<file path="src/rtl/mem_ctrl_if.sv">
// Client request/response and byte-wide RAM signals of the memory controller.
interface mem_ctrl_if;
  logic        rdy;
  logic        has_misbranch;
  logic        if_ask;
  logic [31:0] if_addr;
  logic [31:0] if_data;
  logic        if_ready;
  logic        ls_ask;
  logic        ls_wr;
  logic [1:0]  ls_len;
  logic [31:0] ls_addr;
  logic [31:0] ls_wdata;
  logic [31:0] ls_rdata;
  logic        ls_ready;
  logic [7:0]  mem_din;
  logic [7:0]  mem_dout;
  logic [31:0] mem_a;
  logic        mem_wr;

  modport slave (
    input  rdy, has_misbranch, if_ask, if_addr, ls_ask, ls_wr, ls_len, ls_addr, ls_wdata, mem_din,
    output if_data, if_ready, ls_rdata, ls_ready, mem_dout, mem_a, mem_wr
  );
  modport master (
    output rdy, has_misbranch, if_ask, if_addr, ls_ask, ls_wr, ls_len, ls_addr, ls_wdata, mem_din,
    input  if_data, if_ready, ls_rdata, ls_ready, mem_dout, mem_a, mem_wr
  );
endinterface

</file>
<file path="src/rtl/mem_ctrl.sv">
// Byte-wide memory controller: latches fetch and load/store requests, serves
// load/store first, moves one byte per cycle and reassembles reads little-endian.
module mem_ctrl (
  input  logic      clk,
  input  logic      rst,
  mem_ctrl_if.slave bus
);
  typedef enum logic [1:0] {IDLE, READ, WRITE} state_e;

  state_e      state_q, state_d;
  logic        if_pend_q, if_pend_d;
  logic [31:0] if_addr_q, if_addr_d;
  logic        ls_pend_q, ls_pend_d;
  logic        ls_wr_q, ls_wr_d;
  logic [1:0]  ls_len_q, ls_len_d;
  logic [31:0] ls_addr_q, ls_addr_d;
  logic [31:0] ls_wdata_q, ls_wdata_d;
  logic        op_ls_q, op_ls_d;   // operation in flight belongs to the load/store client
  logic [2:0]  len_q, len_d;       // bytes in the current operation
  logic [2:0]  cnt_q, cnt_d;       // bytes already transferred
  logic [31:0] base_q, base_d;
  logic [31:0] wbuf_q, wbuf_d;
  logic [31:0] rbuf_q, rbuf_d;
  logic [31:0] if_data_q, if_data_d;
  logic        if_ready_q, if_ready_d;
  logic [31:0] ls_rdata_q, ls_rdata_d;
  logic        ls_ready_q, ls_ready_d;
  logic [7:0]  mem_dout_q, mem_dout_d;
  logic [31:0] mem_a_q, mem_a_d;
  logic        mem_wr_q, mem_wr_d;

  logic flush, read_abort, if_hold, ls_hold;

  function automatic logic [2:0] bytes_of(input logic [1:0] len);
    case (len)
      2'd0:    return 3'd1;
      2'd1:    return 3'd2;
      default: return 3'd4;
    endcase
  endfunction

  // Request capture, misbranch squash, arbitration and byte sequencing.
  always_comb begin
    state_d    = state_q;
    if_pend_d  = if_pend_q;
    if_addr_d  = if_addr_q;
    ls_pend_d  = ls_pend_q;
    ls_wr_d    = ls_wr_q;
    ls_len_d   = ls_len_q;
    ls_addr_d  = ls_addr_q;
    ls_wdata_d = ls_wdata_q;
    op_ls_d    = op_ls_q;
    len_d      = len_q;
    cnt_d      = cnt_q;
    base_d     = base_q;
    wbuf_d     = wbuf_q;
    rbuf_d     = rbuf_q;
    if_data_d  = if_data_q;
    if_ready_d = 1'b0;
    ls_rdata_d = ls_rdata_q;
    ls_ready_d = 1'b0;
    mem_dout_d = mem_dout_q;
    mem_a_d    = mem_a_q;
    mem_wr_d   = mem_wr_q;

    flush      = bus.has_misbranch;
    read_abort = flush && (state_q == READ);
    // a port already holding a request (pending or in flight) ignores new asks
    if_hold    = if_pend_q || (state_q == READ && !op_ls_q);
    ls_hold    = (ls_pend_q && !(flush && !ls_wr_q)) ||
                 (state_q != IDLE && op_ls_q && !read_abort);

    // speculative requests die on a misbranch; stores survive
    if (flush) begin
      if_pend_d = 1'b0;
      if (!ls_wr_q) ls_pend_d = 1'b0;
    end

    case (state_q)
      IDLE: begin
        if (ls_pend_d) begin
          ls_pend_d = 1'b0;
          op_ls_d   = 1'b1;
          base_d    = ls_addr_q;
          mem_a_d   = ls_addr_q;
          len_d     = bytes_of(ls_len_q);
          cnt_d     = '0;
          rbuf_d    = '0;
          if (ls_wr_q) begin
            state_d    = WRITE;
            wbuf_d     = ls_wdata_q;
            mem_dout_d = ls_wdata_q[7:0];
            mem_wr_d   = 1'b1;
          end else begin
            state_d = READ;
          end
        end else if (if_pend_d) begin
          if_pend_d = 1'b0;
          op_ls_d   = 1'b0;
          base_d    = if_addr_q;
          mem_a_d   = if_addr_q;
          len_d     = 3'd4;
          cnt_d     = '0;
          rbuf_d    = '0;
          state_d   = READ;
        end
      end
      READ: begin
        if (flush) begin
          state_d = IDLE;
        end else begin
          rbuf_d[{cnt_q[1:0], 3'b000} +: 8] = bus.mem_din;
          cnt_d = cnt_q + 3'd1;
          if (cnt_d == len_q) begin
            state_d = IDLE;
            if (op_ls_q) begin
              ls_rdata_d = rbuf_d;
              ls_ready_d = 1'b1;
            end else begin
              if_data_d  = rbuf_d;
              if_ready_d = 1'b1;
            end
          end else begin
            mem_a_d = base_q + {29'd0, cnt_d};
          end
        end
      end
      WRITE: begin
        cnt_d = cnt_q + 3'd1;
        if (cnt_d == len_q) begin
          state_d    = IDLE;
          mem_wr_d   = 1'b0;
          ls_ready_d = 1'b1;
        end else begin
          mem_a_d    = base_q + {29'd0, cnt_d};
          mem_dout_d = wbuf_q[{cnt_d[1:0], 3'b000} +: 8];
        end
      end
      default: state_d = IDLE;
    endcase

    if (bus.if_ask && !flush && !if_hold) begin
      if_pend_d = 1'b1;
      if_addr_d = bus.if_addr;
    end
    if (bus.ls_ask && !(flush && !bus.ls_wr) && !ls_hold) begin
      ls_pend_d  = 1'b1;
      ls_wr_d    = bus.ls_wr;
      ls_len_d   = bus.ls_len;
      ls_addr_d  = bus.ls_addr;
      ls_wdata_d = bus.ls_wdata;
    end
  end

  // State registers; rdy low holds everything.
  always_ff @(posedge clk) begin
    if (rst) begin
      state_q    <= IDLE;
      if_pend_q  <= 1'b0;
      if_addr_q  <= '0;
      ls_pend_q  <= 1'b0;
      ls_wr_q    <= 1'b0;
      ls_len_q   <= '0;
      ls_addr_q  <= '0;
      ls_wdata_q <= '0;
      op_ls_q    <= 1'b0;
      len_q      <= '0;
      cnt_q      <= '0;
      base_q     <= '0;
      wbuf_q     <= '0;
      rbuf_q     <= '0;
      if_data_q  <= '0;
      if_ready_q <= 1'b0;
      ls_rdata_q <= '0;
      ls_ready_q <= 1'b0;
      mem_dout_q <= '0;
      mem_a_q    <= '0;
      mem_wr_q   <= 1'b0;
    end else if (bus.rdy) begin
      state_q    <= state_d;
      if_pend_q  <= if_pend_d;
      if_addr_q  <= if_addr_d;
      ls_pend_q  <= ls_pend_d;
      ls_wr_q    <= ls_wr_d;
      ls_len_q   <= ls_len_d;
      ls_addr_q  <= ls_addr_d;
      ls_wdata_q <= ls_wdata_d;
      op_ls_q    <= op_ls_d;
      len_q      <= len_d;
      cnt_q      <= cnt_d;
      base_q     <= base_d;
      wbuf_q     <= wbuf_d;
      rbuf_q     <= rbuf_d;
      if_data_q  <= if_data_d;
      if_ready_q <= if_ready_d;
      ls_rdata_q <= ls_rdata_d;
      ls_ready_q <= ls_ready_d;
      mem_dout_q <= mem_dout_d;
      mem_a_q    <= mem_a_d;
      mem_wr_q   <= mem_wr_d;
    end
  end

  assign bus.if_data  = if_data_q;
  assign bus.if_ready = if_ready_q;
  assign bus.ls_rdata = ls_rdata_q;
  assign bus.ls_ready = ls_ready_q;
  assign bus.mem_dout = mem_dout_q;
  assign bus.mem_a    = mem_a_q;
  assign bus.mem_wr   = mem_wr_q;
endmodule

</file>
<file path="src/flat_wrapper.sv">
// flat-port wrapper written by rule: the top's interface ports become plain ports
module mem_ctrl_flat 
  (clk, rst, bus_rdy, bus_has_misbranch, bus_if_ask, bus_if_addr, bus_ls_ask, bus_ls_wr, bus_ls_len, bus_ls_addr, bus_ls_wdata, bus_mem_din, bus_if_data, bus_if_ready, bus_ls_rdata, bus_ls_ready, bus_mem_dout, bus_mem_a, bus_mem_wr);
  mem_ctrl_if bus_i ();
  input  logic clk;
  input  logic rst;
  input wire logic [$bits(bus_i.rdy)-1:0] bus_rdy;
  input wire logic [$bits(bus_i.has_misbranch)-1:0] bus_has_misbranch;
  input wire logic [$bits(bus_i.if_ask)-1:0] bus_if_ask;
  input wire logic [$bits(bus_i.if_addr)-1:0] bus_if_addr;
  input wire logic [$bits(bus_i.ls_ask)-1:0] bus_ls_ask;
  input wire logic [$bits(bus_i.ls_wr)-1:0] bus_ls_wr;
  input wire logic [$bits(bus_i.ls_len)-1:0] bus_ls_len;
  input wire logic [$bits(bus_i.ls_addr)-1:0] bus_ls_addr;
  input wire logic [$bits(bus_i.ls_wdata)-1:0] bus_ls_wdata;
  input wire logic [$bits(bus_i.mem_din)-1:0] bus_mem_din;
  output wire logic [$bits(bus_i.if_data)-1:0] bus_if_data;
  output wire logic [$bits(bus_i.if_ready)-1:0] bus_if_ready;
  output wire logic [$bits(bus_i.ls_rdata)-1:0] bus_ls_rdata;
  output wire logic [$bits(bus_i.ls_ready)-1:0] bus_ls_ready;
  output wire logic [$bits(bus_i.mem_dout)-1:0] bus_mem_dout;
  output wire logic [$bits(bus_i.mem_a)-1:0] bus_mem_a;
  output wire logic [$bits(bus_i.mem_wr)-1:0] bus_mem_wr;
  assign bus_i.rdy = bus_rdy;
  assign bus_i.has_misbranch = bus_has_misbranch;
  assign bus_i.if_ask = bus_if_ask;
  assign bus_i.if_addr = bus_if_addr;
  assign bus_i.ls_ask = bus_ls_ask;
  assign bus_i.ls_wr = bus_ls_wr;
  assign bus_i.ls_len = bus_ls_len;
  assign bus_i.ls_addr = bus_ls_addr;
  assign bus_i.ls_wdata = bus_ls_wdata;
  assign bus_i.mem_din = bus_mem_din;
  assign bus_if_data = bus_i.if_data;
  assign bus_if_ready = bus_i.if_ready;
  assign bus_ls_rdata = bus_i.ls_rdata;
  assign bus_ls_ready = bus_i.ls_ready;
  assign bus_mem_dout = bus_i.mem_dout;
  assign bus_mem_a = bus_i.mem_a;
  assign bus_mem_wr = bus_i.mem_wr;
  mem_ctrl u_core (.clk(clk), .rst(rst), .bus(bus_i));
endmodule
</file>
<file path="config.mk">
export PLATFORM = sky130hd
export DESIGN_NAME = mem_ctrl_flat
export DESIGN_NICKNAME = d
export VERILOG_FILES = /design/src/rtl/mem_ctrl_if.sv /design/src/rtl/mem_ctrl.sv /design/src/flat_wrapper.sv
export SDC_FILE = /design/constraint.sdc
export NUM_CORES = 1
export LEC_CHECK = 0
export BUFFER_PORTS_ARGS = -buffer_cell sky130_fd_sc_hd__buf_4
export CAP_MARGIN = 25
export CORE_ASPECT_RATIO = 0.8
export CORE_MARGIN = 5
export CORE_UTILIZATION = 55
export DETAILED_ROUTE_END_ITERATION = 7
export GPL_TIMING_DRIVEN = 0
export PLACE_DENSITY = 0.78
export SYNTH_ARGS = -nofsm -noshare
export SYNTH_HDL_FRONTEND = slang
export SYNTH_SLANG_ARGS = --single-unit
</file>
<file path="constraint.sdc">
create_clock -name clk -period 4.26 [get_ports clk]
set_input_delay 0.213 -clock clk [delete_from_list [all_inputs] [get_ports clk]]
set_output_delay 0.213 -clock clk [all_outputs]
set_load 0.01 [all_outputs]
</file>
After elaboration in Yosys (flattened, before gate mapping)
Cells that the tools add are included.
{"block": "word_totals", "register_bits": 313, "inputBits": 113, "elab_cells": 129}
{"block": "op_classes", "add_sub_neg": 3, "n_eq_ne": 10, "n_shift": 3, "n_mux": 50, "bitwise": 2, "reduce_logical": 40}
{"op": "two-way mux 32 bit", "count": 7}
{"op": "one-hot mux 32 bit (3 select lines)", "count": 1}
{"op": "one-hot mux 32 bit (2 select lines)", "count": 1}
{"op": "adder 32 x 3 -> 32 bit", "count": 1}
{"op": "bitwise mux 32 bit", "count": 1}
{"op": "variable shift 8 x 7 -> 32 bit, first input constant", "count": 1}
{"op": "variable part select 32 x 6 -> 8 bit", "count": 1}
{"op": "variable part select 8 x 7 -> 32 bit", "count": 1}
{"op": "two-way mux 8 bit", "count": 3}
{"op": "two-way mux 1 bit", "count": 21}
{"op": "AND reduction 5 bit", "count": 4}
{"op": "one-hot mux 8 bit (2 select lines)", "count": 1}
{"op": "two-way mux 3 bit", "count": 5}
{"op": "AND reduction 4 bit", "count": 3}
{"op": "logical AND 1 bit", "count": 11}
{"op": "two-way mux 2 bit", "count": 5}
{"op": "logical NOT 1 bit", "count": 9}
{"op": "one-hot mux 3 bit (3 select lines)", "count": 1}
{"op": "nonzero test 2 bit", "count": 4}
{"op": "negation 5 -> 7 bit", "count": 1}
{"op": "!= test 2 x 1 -> 1 bit, second input constant", "count": 3}
{"op": "one-hot mux 2 bit (3 select lines)", "count": 1}
{"op": "one-hot mux 3 bit (2 select lines)", "count": 1}
{"op": "AND reduction 2 bit", "count": 3}
{"op": "12 further kinds", "count": 18}

Longest topological paths before layout
{"block": "depth", "word_depth": 8, "ltp_mapped": 12, "ltp_nobuf": 9}

Worst setup path after synthesis
Ideal clock, no wire load.
{"block": "synth_timing", "path_type": "flip-flop to flip-flop", "startpoint": "register u_core.cnt_q[0]", "endpoint": "register u_core.mem_a_q[20] (netlist: u_core.bus.mem_a[20])", "setup_time_ns": 0.069, "arrival_ns": 3.246, "t_required_ns": 4.191, "setup_slack_ns": 0.945, "path_stages_with_launch": 13, "synth_period_minus_slack_ns": 3.315, "cell_sequence": "dfxtp_1 clkbuf_2 buf_2 inv_1 ha_1 buf_2 inv_1 fa_1 and2b_1 o2111ai_1 mux2_2 a221o_1 o21ai_1"}
{"block": "synth_between", "elab_chain_cells": 5, "elab_cells_between_ends": 6, "classes_between": "add/sub: 2; eq/ne: 1; mux: 3"}
{"element": "from (decl)", "line": "mem_ctrl.sv:20", "source": "logic [2:0] cnt_q, cnt_d;"}
{"element": "from (signal assigned)", "line": "mem_ctrl.sv:190", "source": "cnt_q <= cnt_d;"}
{"element": "adder 3 x 1 -> 3 bit (*)", "line": "mem_ctrl.sv:113, mem_ctrl.sv:129"}
{"element": "adder 32 x 3 -> 32 bit or equality test 3 bit (tied branches)"}
{"element": "two-way mux 32 bit (*)", "line": "mem_ctrl.sv:114, mem_ctrl.sv:130"}
{"element": "two-way mux 32 bit", "line": "mem_ctrl.sv:109", "source": "if (flush) begin"}
{"element": "one-hot mux 32 bit (3 select lines) (*)", "line": "mem_ctrl.sv:79", "source": "case (state_q)"}
{"element": "to (signal assigned)", "line": "mem_ctrl.sv:199", "source": "mem_a_q <= mem_a_d;"}
{"element": "to (decl)", "line": "mem_ctrl.sv:29", "source": "logic [31:0] mem_a_q, mem_a_d;"}
Mark *: on every way between the ends. The rest lies on a longest branch, timed or not. The select of a mux whose other input is x is not followed.
A chain may end at the register's enable or synchronous reset.

Worst setup path after layout
{"block": "layout_timing", "startpoint": "register u_core.cnt_q[0]", "endpoint": "register u_core.mem_a_q[30] (netlist: u_core.bus.mem_a[30])"}
The elaborated chain is that of the path after synthesis.

==> results.toml <==
[yosys]
ys_types = 75
yosys.area.top_type_share_pct = 46.9
async_flop_share_pct = 0
synth_nets = 1712
synth_top_area_cell = "dfxtp_1"
syn_inst = 1585
synth_area_leaders = "dfxtp_1 47%, nand2_1 8.4%, a21oi_1 8.1%"
yosysWarnings = 0
synth.most_common_cell = "dfxtp_1"
synth_edf_count = 0
avgSynthCellArea_um2 = 8.42
synth_seq_area_share_pct = 46.9
synthTopCellsByCount = "313 x dfxtp_1, 299 x nand2_1, 215 x a21oi_1"
netlist_area_um2 = 13400
synth-main-ff-cell = "dfxtp_1"
ys_seq_elements = 313

[drt]
num_vias = 13200
routed_wl_mm = 43.1
avgRoutedWirePerCell_um = 18.9
ant_nets = 0
drt_iter0_drc = 1271
dr.pass1.iters = 5
drc = 0
vias_per_cell = 5.79

[clocking]
insertion_delay_ps = 560
clock_path_buffers = 3
cts-root-buf = "clkbuf_16"
clk_pin_slew_worst_paths_ps = 60
cts_buffers = 31
post-cts-setup-buffers = 0
cts_max_level = 1
cts_sinks = 313
cts_tree = "done"

[die]
die_w_um = 184
fp.dieH_um = 149
io_pins = 220
rows = 51
die_area_um2 = 27500
core-area_um2 = 24100
start_util_pct = 55.4

[global_route]
grt_pass1_wl_mm = 66.2
grt_use_total_pct = 30.0
grt_max_degree = 15
grt_pass1_vias = 12500
antenna_found_initial = 0
globalRouteOverflowTotal = 0

[cells_and_area]
n_antenna_cell = 0
area_delta_synth_final_pct = 30.5
fin_nets = 2063
post_route_cells_drive_above_1_share_pct = 17.1
nFillCells = 1808

[place]
dp_hpwl_mm = 30.6
portBuffers = 219
gp_congestion = 0.935

[setup_path]
startpoint_type = "flip-flop"
cp.arrival_ps = 4530
end_kind = "flip-flop"
path_class = "reg -> reg"
crit_required_ps = 4710
worst-path-max-fanout = 10

[outcome]
status = "finished clean"

[sta]
slew_viol_final = 0
worstMarginPinSlew_ps = 984
timing.fmax_ghz = 0.245
fin_crit_sh_pct = 95.6
fin_setup_tns_ps = 0
hold_violations = 0
fin_skew_ps = 7.62
rsz0062_at_grt = "no"
final-setup-viol-count = 0
holdWs_ps = 41.5
layout_min_cycle_time_ps = 4070
relSlewSlack_pct = 34.4

[power_and_ir_drop]
powerDensity_nw_per_um2 = 363
vdd_ir_drop_max_mv = 0.323
p_leak_nw = 6.57

[job]
maxCapViolations = 0

[min_path]
min_path_type = "in -> reg"
==> routing by layer <==
metal / GRT usage [%] / vias up / routed length [um]
met4: 7.98 / 0 / 1100
met3: 5.88 / 107 / 4270
met1: 43.0 / 6228 / 18500
met5: 0 / - / 0
li1: - / 6208 / -
met2: 46.7 / 640 / 19200
==> cell usage in the layout (no fill, tap or decap), types with 6 or more instances in the layout <==
master	n
a211o_1	11
a211oi_1	115
a21oi_1	215
a32o_1	8
and2_1	8
and3_1	12
buf_1	8
buf_2	21
buf_4	225
clkbuf_1	86
clkbuf_16	31
clkbuf_8	9
clkinv_2	8
dfxtp_1	313
dlygate4sd3_1	99
ha_1	13
inv_1	19
mux2i_1	38
mux4_2	8
nand2_1	299
nand2b_1	8
nand3_1	25
nand4_1	6
nor2_1	156
nor2b_1	76
nor3_1	17
o21ai_0	13
or3_1	8
or4_1	6
xnor2_1	7
xor2_1	8
==> where the power goes <==
part	internal, W	switching, W	leakage, nW
Clock	0.00161	0.00117	0.512
Sequential	0.00299	0.0000467	2.53
Combinational	0.000229	0.000294	3.52
Total	0.00482	0.00151	6.57
==> logic make-up after synthesis <==
kind of cell	count (synthesis)	synth area share (%)
compound gates	411	19.9
xor+xnor	16	1.15
fa+ha+maj	14	1.37
buf+inv	139	4.36
flops	313	46.9
mux	49	4.45
simple gates	643	21.9
==> what timing repair did <==
action,4_1_cts,5_1_grt
setup endpoints to repair,0,10
hold buffers,99,0
gates resized for setup,0,3
hold endpoints to repair,99,0
==> stage by stage <==
stage | util (%) | power [W] | cell area (um^2) | setup WS [ps] | cells
2_1_floorplan | - | 0.00332 | 13400 | 945 | 1585
3_3_place_gp | 63.8 | 0.00352 | 15400 | 123 | 2122
3_5_place_dp | 63.8 | 0.00353 | 15400 | 27.7 | 2122
4_1_cts | 72.2 | 0.00631 | 17400 | 12.5 | 2278
5_1_grt | 72.3 | 0.00650 | 17400 | 27.4 | 2278
6_report | 72.3 | 0.00634 | 17400 | 185 | 2278
==> path summary, 6_finish.rpt <==
kind | slack (ps) | cells after the start | start | to
max | 190 | 11 | u_core.cnt_q[0] | u_core.bus.mem_a[30]
min | 40 | 4 | bus_rdy | u_core.bus.ls_ready
max reg2reg | 190 | 11 | u_core.cnt_q[0] | u_core.bus.mem_a[30]
min reg2reg | 450 | 2 | u_core.ls_wdata_q[31] | u_core.wbuf_q[31]
==> worst max-delay path: stages (launching register included) <==
cell      delay, ps
dfxtp_1         390
clkbuf_2        260
clkbuf_4        310
inv_1           150
ha_1            500
clkbuf_4        340
inv_1           100
fa_1            400
and2b_1         350
o211ai_1        360
o41a_1          520
a32o_1          250
==> state kept, by name, indices dropped and copies added (netlist names) <==
signal / flops
u_core.bus.ls_rdata: 32
u_core.wbuf_q: 32
u_core.ls_pend_q: 1
u_core.bus.mem_dout: 8
u_core.cnt_q: 3
u_core.op_ls_q: 1
u_core.ls_len_q: 2
u_core.rbuf_q: 32
u_core.ls_wdata_q: 32
u_core.bus.ls_ready: 1
u_core.ls_addr_q: 32
u_core.if_addr_q: 32
u_core.ls_wr_q: 1
u_core.bus.mem_a: 32
u_core.len_q: 3
u_core.base_q: 32
u_core.state_q: 2
u_core.bus.mem_wr: 1
u_core.bus.if_ready: 1
u_core.if_pend_q: 1
u_core.bus.if_data: 32
==> layout make-up <==
cell class	count	area, um^2	share of cell area, %
multi-input cells	1133	6510	37.4
flip-flops and latches	313	6270	36.0
repair buffers	318	2640	15.1
clock buffers	45	918	5.27
plain buffers	120	515	2.96
well taps	318	398	2.28
clock inverters	12	115	0.660
inverters	19	71.3	0.409
Note: power is estimated with default switching activity, not from simulation.
